### src/rtl/fp_addsub_arbiter.sv
// Round-robin front end sharing one add_sub_main unit between N_REQ requesters.
// Tags follow each issued operation through the unit; results return in order via a credited FIFO.
module fp_addsub_arbiter #(
  parameter int unsigned WIDTH      = 32,
  parameter int unsigned N_REQ      = 4,
  parameter int unsigned LATENCY    = 1,
  parameter int unsigned FIFO_DEPTH = 4,
  parameter int unsigned ID_W       = $clog2(N_REQ)
) (
  input  logic                   clk,
  input  logic                   reset,
  input  logic [N_REQ-1:0]       req_valid,
  output logic [N_REQ-1:0]       req_ready,
  input  logic [N_REQ*WIDTH-1:0] req_a,
  input  logic [N_REQ*WIDTH-1:0] req_b,
  input  logic [N_REQ-1:0]       req_op,
  output logic [WIDTH-1:0]       unit_a,
  output logic [WIDTH-1:0]       unit_b,
  output logic                   unit_op,
  input  logic [WIDTH-1:0]       unit_result,
  output logic                   rsp_valid,
  input  logic                   rsp_ready,
  output logic [ID_W-1:0]        rsp_id,
  output logic [WIDTH-1:0]       rsp_data,
  output logic                   busy
);

  localparam int unsigned CntW      = $clog2(FIFO_DEPTH + 1);
  localparam int unsigned PtrW      = (FIFO_DEPTH > 1) ? $clog2(FIFO_DEPTH) : 1;
  // The tag is captured alongside the operand register, so it needs one extra stage
  // to line up with unit_result becoming valid LATENCY edges later.
  localparam int unsigned TagStages = LATENCY + 1;

  logic                  run_q;
  logic [ID_W-1:0]       ptr_q, ptr_d, gnt_idx;
  logic                  gnt_found, can_grant, accept, pop, push;
  logic [CntW-1:0]       outstanding_q, outstanding_d;
  logic [WIDTH-1:0]      unit_a_q, unit_b_q, sel_a, sel_b;
  logic                  unit_op_q, sel_op, busy_q;
  logic                  tag_vld_q [TagStages];
  logic [ID_W-1:0]       tag_id_q  [TagStages];
  logic [WIDTH-1:0]      fifo_data_q [FIFO_DEPTH];
  logic [ID_W-1:0]       fifo_id_q   [FIFO_DEPTH];
  logic [PtrW-1:0]       wr_ptr_q, rd_ptr_q;
  logic [CntW-1:0]       fifo_cnt_q, fifo_cnt_d;

  function automatic logic [PtrW-1:0] ptr_inc(input logic [PtrW-1:0] p);
    return (p == PtrW'(FIFO_DEPTH - 1)) ? '0 : p + 1'b1;
  endfunction

  // Search from ptr upward first, then wrap to the lowest index below ptr.
  always_comb begin
    gnt_found = 1'b0;
    gnt_idx   = '0;
    for (int unsigned i = 0; i < N_REQ; i++) begin
      if (!gnt_found && req_valid[i] && (ID_W'(i) >= ptr_q)) begin
        gnt_found = 1'b1;
        gnt_idx   = ID_W'(i);
      end
    end
    for (int unsigned i = 0; i < N_REQ; i++) begin
      if (!gnt_found && req_valid[i]) begin
        gnt_found = 1'b1;
        gnt_idx   = ID_W'(i);
      end
    end
  end

  assign can_grant = run_q && (outstanding_q < CntW'(FIFO_DEPTH)) && gnt_found;

  always_comb begin
    req_ready = '0;
    if (can_grant) begin
      req_ready[gnt_idx] = 1'b1;
    end
  end

  assign accept = |(req_valid & req_ready);
  assign pop    = rsp_valid & rsp_ready;
  assign push   = tag_vld_q[TagStages-1];

  always_comb begin
    sel_a  = '0;
    sel_b  = '0;
    sel_op = 1'b0;
    for (int unsigned i = 0; i < N_REQ; i++) begin
      if (gnt_idx == ID_W'(i)) begin
        sel_a  = req_a[i*WIDTH +: WIDTH];
        sel_b  = req_b[i*WIDTH +: WIDTH];
        sel_op = req_op[i];
      end
    end
  end

  always_comb begin
    ptr_d = ptr_q;
    if (accept) begin
      ptr_d = (gnt_idx == ID_W'(N_REQ - 1)) ? '0 : gnt_idx + 1'b1;
    end
  end

  always_comb begin
    outstanding_d = outstanding_q;
    if (accept && !pop) begin
      outstanding_d = outstanding_q + CntW'(1);
    end else if (!accept && pop) begin
      outstanding_d = outstanding_q - CntW'(1);
    end
  end

  always_comb begin
    fifo_cnt_d = fifo_cnt_q;
    if (push && !pop) begin
      fifo_cnt_d = fifo_cnt_q + CntW'(1);
    end else if (!push && pop) begin
      fifo_cnt_d = fifo_cnt_q - CntW'(1);
    end
  end

  always_ff @(posedge clk or negedge reset) begin
    if (!reset) begin
      run_q         <= 1'b0;
      ptr_q         <= '0;
      outstanding_q <= '0;
      busy_q        <= 1'b0;
      unit_a_q      <= '0;
      unit_b_q      <= '0;
      unit_op_q     <= 1'b0;
    end else begin
      run_q         <= 1'b1;
      ptr_q         <= ptr_d;
      outstanding_q <= outstanding_d;
      busy_q        <= (outstanding_d != '0);
      if (accept) begin
        unit_a_q  <= sel_a;
        unit_b_q  <= sel_b;
        unit_op_q <= sel_op;
      end
    end
  end

  always_ff @(posedge clk or negedge reset) begin
    if (!reset) begin
      for (int i = 0; i < TagStages; i++) begin
        tag_vld_q[i] <= 1'b0;
        tag_id_q[i]  <= '0;
      end
    end else begin
      tag_vld_q[0] <= accept;
      tag_id_q[0]  <= gnt_idx;
      for (int i = 1; i < TagStages; i++) begin
        tag_vld_q[i] <= tag_vld_q[i-1];
        tag_id_q[i]  <= tag_id_q[i-1];
      end
    end
  end

  always_ff @(posedge clk or negedge reset) begin
    if (!reset) begin
      wr_ptr_q   <= '0;
      rd_ptr_q   <= '0;
      fifo_cnt_q <= '0;
      for (int i = 0; i < FIFO_DEPTH; i++) begin
        fifo_data_q[i] <= '0;
        fifo_id_q[i]   <= '0;
      end
    end else begin
      fifo_cnt_q <= fifo_cnt_d;
      if (push) begin
        fifo_data_q[wr_ptr_q] <= unit_result;
        fifo_id_q[wr_ptr_q]   <= tag_id_q[TagStages-1];
        wr_ptr_q              <= ptr_inc(wr_ptr_q);
      end
      if (pop) begin
        rd_ptr_q <= ptr_inc(rd_ptr_q);
      end
    end
  end

  assign unit_a    = unit_a_q;
  assign unit_b    = unit_b_q;
  assign unit_op   = unit_op_q;
  assign rsp_valid = (fifo_cnt_q != '0);
  assign rsp_id    = fifo_id_q[rd_ptr_q];
  assign rsp_data  = fifo_data_q[rd_ptr_q];
  assign busy      = busy_q;

  // Credits bound the FIFO; a push into a full FIFO without a pop means the credit logic broke.
  fifo_no_overflow_a: assert property (@(posedge clk) disable iff (!reset)
    !(push && !pop && (fifo_cnt_q == CntW'(FIFO_DEPTH))));

endmodule

### config.mk
export PLATFORM = sky130hd
export DESIGN_NAME = fp_addsub_arbiter
export DESIGN_NICKNAME = d
export VERILOG_FILES = /design/src/rtl/fp_addsub_arbiter.sv
export SDC_FILE = /design/constraint.sdc
export NUM_CORES = 1
export LEC_CHECK = 0
export ABC_AREA = 0
export CAP_MARGIN = 15
export CORE_UTILIZATION = 40
export DETAILED_ROUTE_END_ITERATION = 8
export PLACE_DENSITY = 0.73
export SLEW_MARGIN = 40
export SYNTH_ARGS = -nofsm -noshare
export SYNTH_HDL_FRONTEND = slang
export SYNTH_SLANG_ARGS = --single-unit
### constraint.sdc
create_clock -name clk -period 3.1 [get_ports clk]
set_input_delay 0.31 -clock clk [delete_from_list [all_inputs] [get_ports clk]]
set_output_delay 0.31 -clock clk [all_outputs]
set_load 0.02 [all_outputs]
==> results of run 1 <==
==> routing by layer <==
layer  GRT usage, %  share of wire (%)  vias up
li1               -                  -     4572
met1           30.3                 39     4640
met2           44.4                 50      327
met3           6.94                7.4       83
met4           10.3                3.8        2
met5              0              0.037        -
==> synth_stat cells, drive strengths merged, types with 2 or more instances <==
library cell  number  area (um^2)
nor2              62          233
ha                11          138
mux2             137         1540
o21bai             2         15.0
a21oi            170          851
buf               28          175
clkbuf            57          219
and2               4         25.0
o21ai             82          422
nand3b            58          435
nor2b              3         18.8
and3               2         12.5
xnor2              3         26.3
mux4              34          766
inv               10         37.5
nand3              4         20.0
mux2i             10          100
a22oi              9         67.6
nand2            148          556
xor2               2         17.5
or3                3         18.8
dfrtp            221         5530
==> worst reg2reg max path, cell delays in order, from the launching register on <==
cell and delay [ps]:
sky130_fd_sc_hd__dfrtp_1 470, sky130_fd_sc_hd__nor2b_1 210, sky130_fd_sc_hd__a21oi_1 90, sky130_fd_sc_hd__o221a_2 300
sky130_fd_sc_hd__inv_1 150, sky130_fd_sc_hd__ha_4 240, sky130_fd_sc_hd__buf_4 370, sky130_fd_sc_hd__nand3b_1 190
sky130_fd_sc_hd__a21oi_1 270, sky130_fd_sc_hd__a21oi_1 70, sky130_fd_sc_hd__nor2_1 120, sky130_fd_sc_hd__a21oi_1 40
sky130_fd_sc_hd__o21ai_0 140
==> worst max path at each step <==
stage / to / slack (ps) / depth (start not counted)
after floorplan: outstanding_q[1] / 690 / 13
after global placement: unit_a[24] / 50 / 13
after detailed placement: unit_a[24] / 10 / 13
after CTS: req_ready[0] / 50 / 7
after global routing: req_ready[2] / 20 / 7
final: req_ready[2] / 130 / 7
==> what timing repair did <==
item / 4_1_cts / 5_1_grt
pin swaps: 0 / 0
hold buffers: 1 / 0
gates resized for setup: 2 / 1
endpoints found under the hold margin: 92 / 0
setup endpoints to repair: 2 / 1
==> state kept, by name (all words and copies together), names as in the netlist <==
| signal | flops |
|---|---|
| outstanding_q | 3 |
| busy | 1 |
| unit_b | 32 |
| wr_ptr_q | 2 |
| push | 1 |
| fifo_cnt_q | 3 |
| fifo_id_q | 8 |
| ptr_q | 2 |
| unit_op | 1 |
| tag_vld_q | 1 |
| run_q | 1 |
| rd_ptr_q | 2 |
| tag_id_q | 4 |
| unit_a | 32 |
| fifo_data_q | 128 |
==> report_power, final <==
part / total, mW / internal [mW] / switching, mW / leakage (nW)
clock: 2.99 / 1.79 / 1.21 / 0.420
sequential: 5.01 / 4.25 / 0.761 / 2.68
combinational: 8.30 / 4.25 / 4.06 / 3.79
==> kinds of logic (layout without fill, tap and decap cells) <==
logic type,after synthesis,after routing
AO/OA/AOI/OAI,272,272
XOR/XNOR,5,5
adder cells (fa/ha/maj),12,12
buffers and inverters,96,496
flip-flops,221,221
multiplexers,181,181
other,1,4
AND/OR/NAND/NOR,288,288
==> layout make-up <==
type                            count  share of cell area [%]
Tap cell                          378                    2.82
Inverter                           11                   0.246
Sequential cell                   221                    32.9
Antenna cell                        3                  0.0447
Clock buffer                       37                    4.54
Multi-Input combinational cell    759                    32.4
Clock inverter                      9                   0.499
Timing Repair Buffer              439                    26.5
==> impl_metrics.py, run 1 <==
metrics = {
    "place": {
        "finalWeightedCongestion": 0.967,
        "pre_cts_slack_ps": 11.5,
        "dp_hpwl_um": 27800,
        "count_of_input_and_output_buffers": 403,
        "placed_cells_incl_taps": 1806,
        "dpl_cell_area_mm2": 0.0159,
    },
    "routing": {
        "route.vias.total": 9624,
        "drt-wirelength-per-cell_um": 20.2,
        "drcViolationCount": 0,
        "drt-initial-drc-count": 499,
        "drtPass1Iterations": 5,
        "route.final.wire_length_um": 37600,
        "post_drt_via_cell_ratio": 5.18,
        "post_detailed_route_count_of_antenna_violating_nets": 0,
    },
    "setup_path": {
        "cp.arrival_ps": 2660,
        "required_ps": 2790,
        "timing.critical_path.cells": "nor2b_1, o21ai_0, and3_1, inv_1, ha_4, and2_1, clkdlybuf4s50_1",
        "reg2reg_from": "ptr_q[1]",
        "critical-path-top-delay-family": "buffers and inverters",
        "worst_setup_path_start_kind": "flip-flop",
        "timing.critical_path.fanout_max": 7,
        "setup.worst_path.class": "flip-flop to primary output",
        "slowest_delay_ps": 650,
        "critical_path.startpoint": "ptr_q[1]",
        "timing.reg2reg.worst_path_depth": 12,
        "cp.buffers_inverters": 2,
        "capturing_point_of_the_worst_reg2reg_path": "unit_a[24]",
        "timing.critical_path.to_type": "primary output",
        "slowest_cell_on_the_critical_path": "sky130_fd_sc_hd__clkdlybuf4s50_1",
        "reg2reg_slack_ps": 360,
    },
    "global_routing": {
        "aggregate_global_routing_overflow": 0,
        "grt_pass1_wl_um": 56900,
        "antenna_found_initial": 4,
        "grt_start_max_net_pins": 117,
        "via_count_of_the_first_global_routing_pass": 9946,
        "global_route.usage.total_pct": 25.8,
    },
    "yosys": {
        "postSynthRegisterBits": 221,
        "synth_top_family_by_area": "multiplexers",
        "mappedNetlistArea_mm2": 0.0114,
        "yosys_warnings": 0,
        "syn_area_per_cell_um2": 10.6,
        "synth_xor_xnor_area_share_pct": 0.385,
        "syn_nets": 1387,
        "synth_enable_flop_cells": 0,
        "synth_top_flop_cell": "sky130_fd_sc_hd__dfrtp_1",
        "yosysSeqAreaShare_pct": 48.6,
        "post_synth_arst_share_pct": 100,
        "share_of_synthesized_cell_area_in_and_or_nand_and_nor_gates_pct": 11.9,
        "synth_fa_ha_area_share_pct": 1.39,
        "synthMuxAreaShare_pct": 21.2,
        "synth.distinct_cells": 45,
        "synth_cells": 1076,
        "synth-compound-area-share_pct": 12.7,
    },
    "power": {
        "total_power_mw": 16.3,
        "power.density_cell_area_mw_per_mm2": 971,
        "peak_supply_drop_uv": 525,
        "total_leakage_power_nw": 6.88,
    },
    "layout": {
        "util_after_layout_pct": 60.3,
        "mostFrequentLayoutCells": "sky130_fd_sc_hd__clkdlybuf4s50_1 (400), sky130_fd_sc_hd__dfrtp_1 (220), sky130_fd_sc_hd__a21oi_1 (170)",
        "final_net_count": 1769,
        "num-fill-cells": 2358,
        "final_common_cell": "sky130_fd_sc_hd__clkdlybuf4s50_1",
        "syn2layout_area_growth_pct": 47.8,
        "drive_above_1_share_pct": 17.5,
        "stdcell_count": 1857,
        "multi_input_area_mm2": 0.00544,
        "layout.area.seq_mm2": 0.00553,
        "fin_area_mm2": 0.0168,
    },
    "cts": {
        "cts.sink_count": 221,
        "cts_buf_count": 26,
        "cts.reportedPaths.clkPinSlew_ps": 60,
        "cts_tree": "done",
        "ctsLongestPathBuffers": 3,
        "clkLatencyLatePin_ps": 540,
        "ctsRootBufferMaster": "sky130_fd_sc_hd__clkbuf_16",
        "cts_htree_levels": 1,
        "post-cts-setup-buffers": 0,
    },
    "min_path": {
        "worst_hold_class": "primary input to async pin",
    },
    "die": {
        "dieArea_mm2": 0.0291,
        "floorplan.core_area_mm2": 0.0279,
        "initial_standard_cell_utilization_of_the_core_pct": 40.8,
        "floorplan_die_height_um": 171,
        "placement_rows": 61,
        "pin_count": 404,
        "die_width_um": 171,
    },
    "timing": {
        "timing.clock.skew_ps": 17.5,
        "report.final.slew_viol_count": 0,
        "hold_fails_final_rpt": 0,
        "timing.hold.ws_ps": 236,
        "final_setup_violations": 0,
        "layout_min_cycle_time_ps": 2970,
        "max_freq_mhz": 337,
        "post_route_clock_period_utilization_pct": 95.9,
        "setup_slack_ps": 128,
        "rsz0062_at_grt": "false",
        "setup-tns-final_ps": 0,
        "timing.slew.headroom_pct": 63.2,
        "timing_worst_slew_pin_value_ps": 552,
    },
    "flow_run": {
        "cap_violations": 0,
    },
    "run_status": {
        "result_of_the_run": "finished clean",
    },
}
Note: power is estimated with default switching activity, not from simulation.
==> run 2, diff against run 1 <==
- ABC_AREA: 0 -> default
==> results of run 2 <==
The final DEF is identical to that of run 1; final timing and power are the same.
==> run 3, diff against run 2 <==
- CAP_MARGIN: 15 -> 20
==> results of run 3 <==
The final DEF is identical to that of run 1; final timing and power are the same.
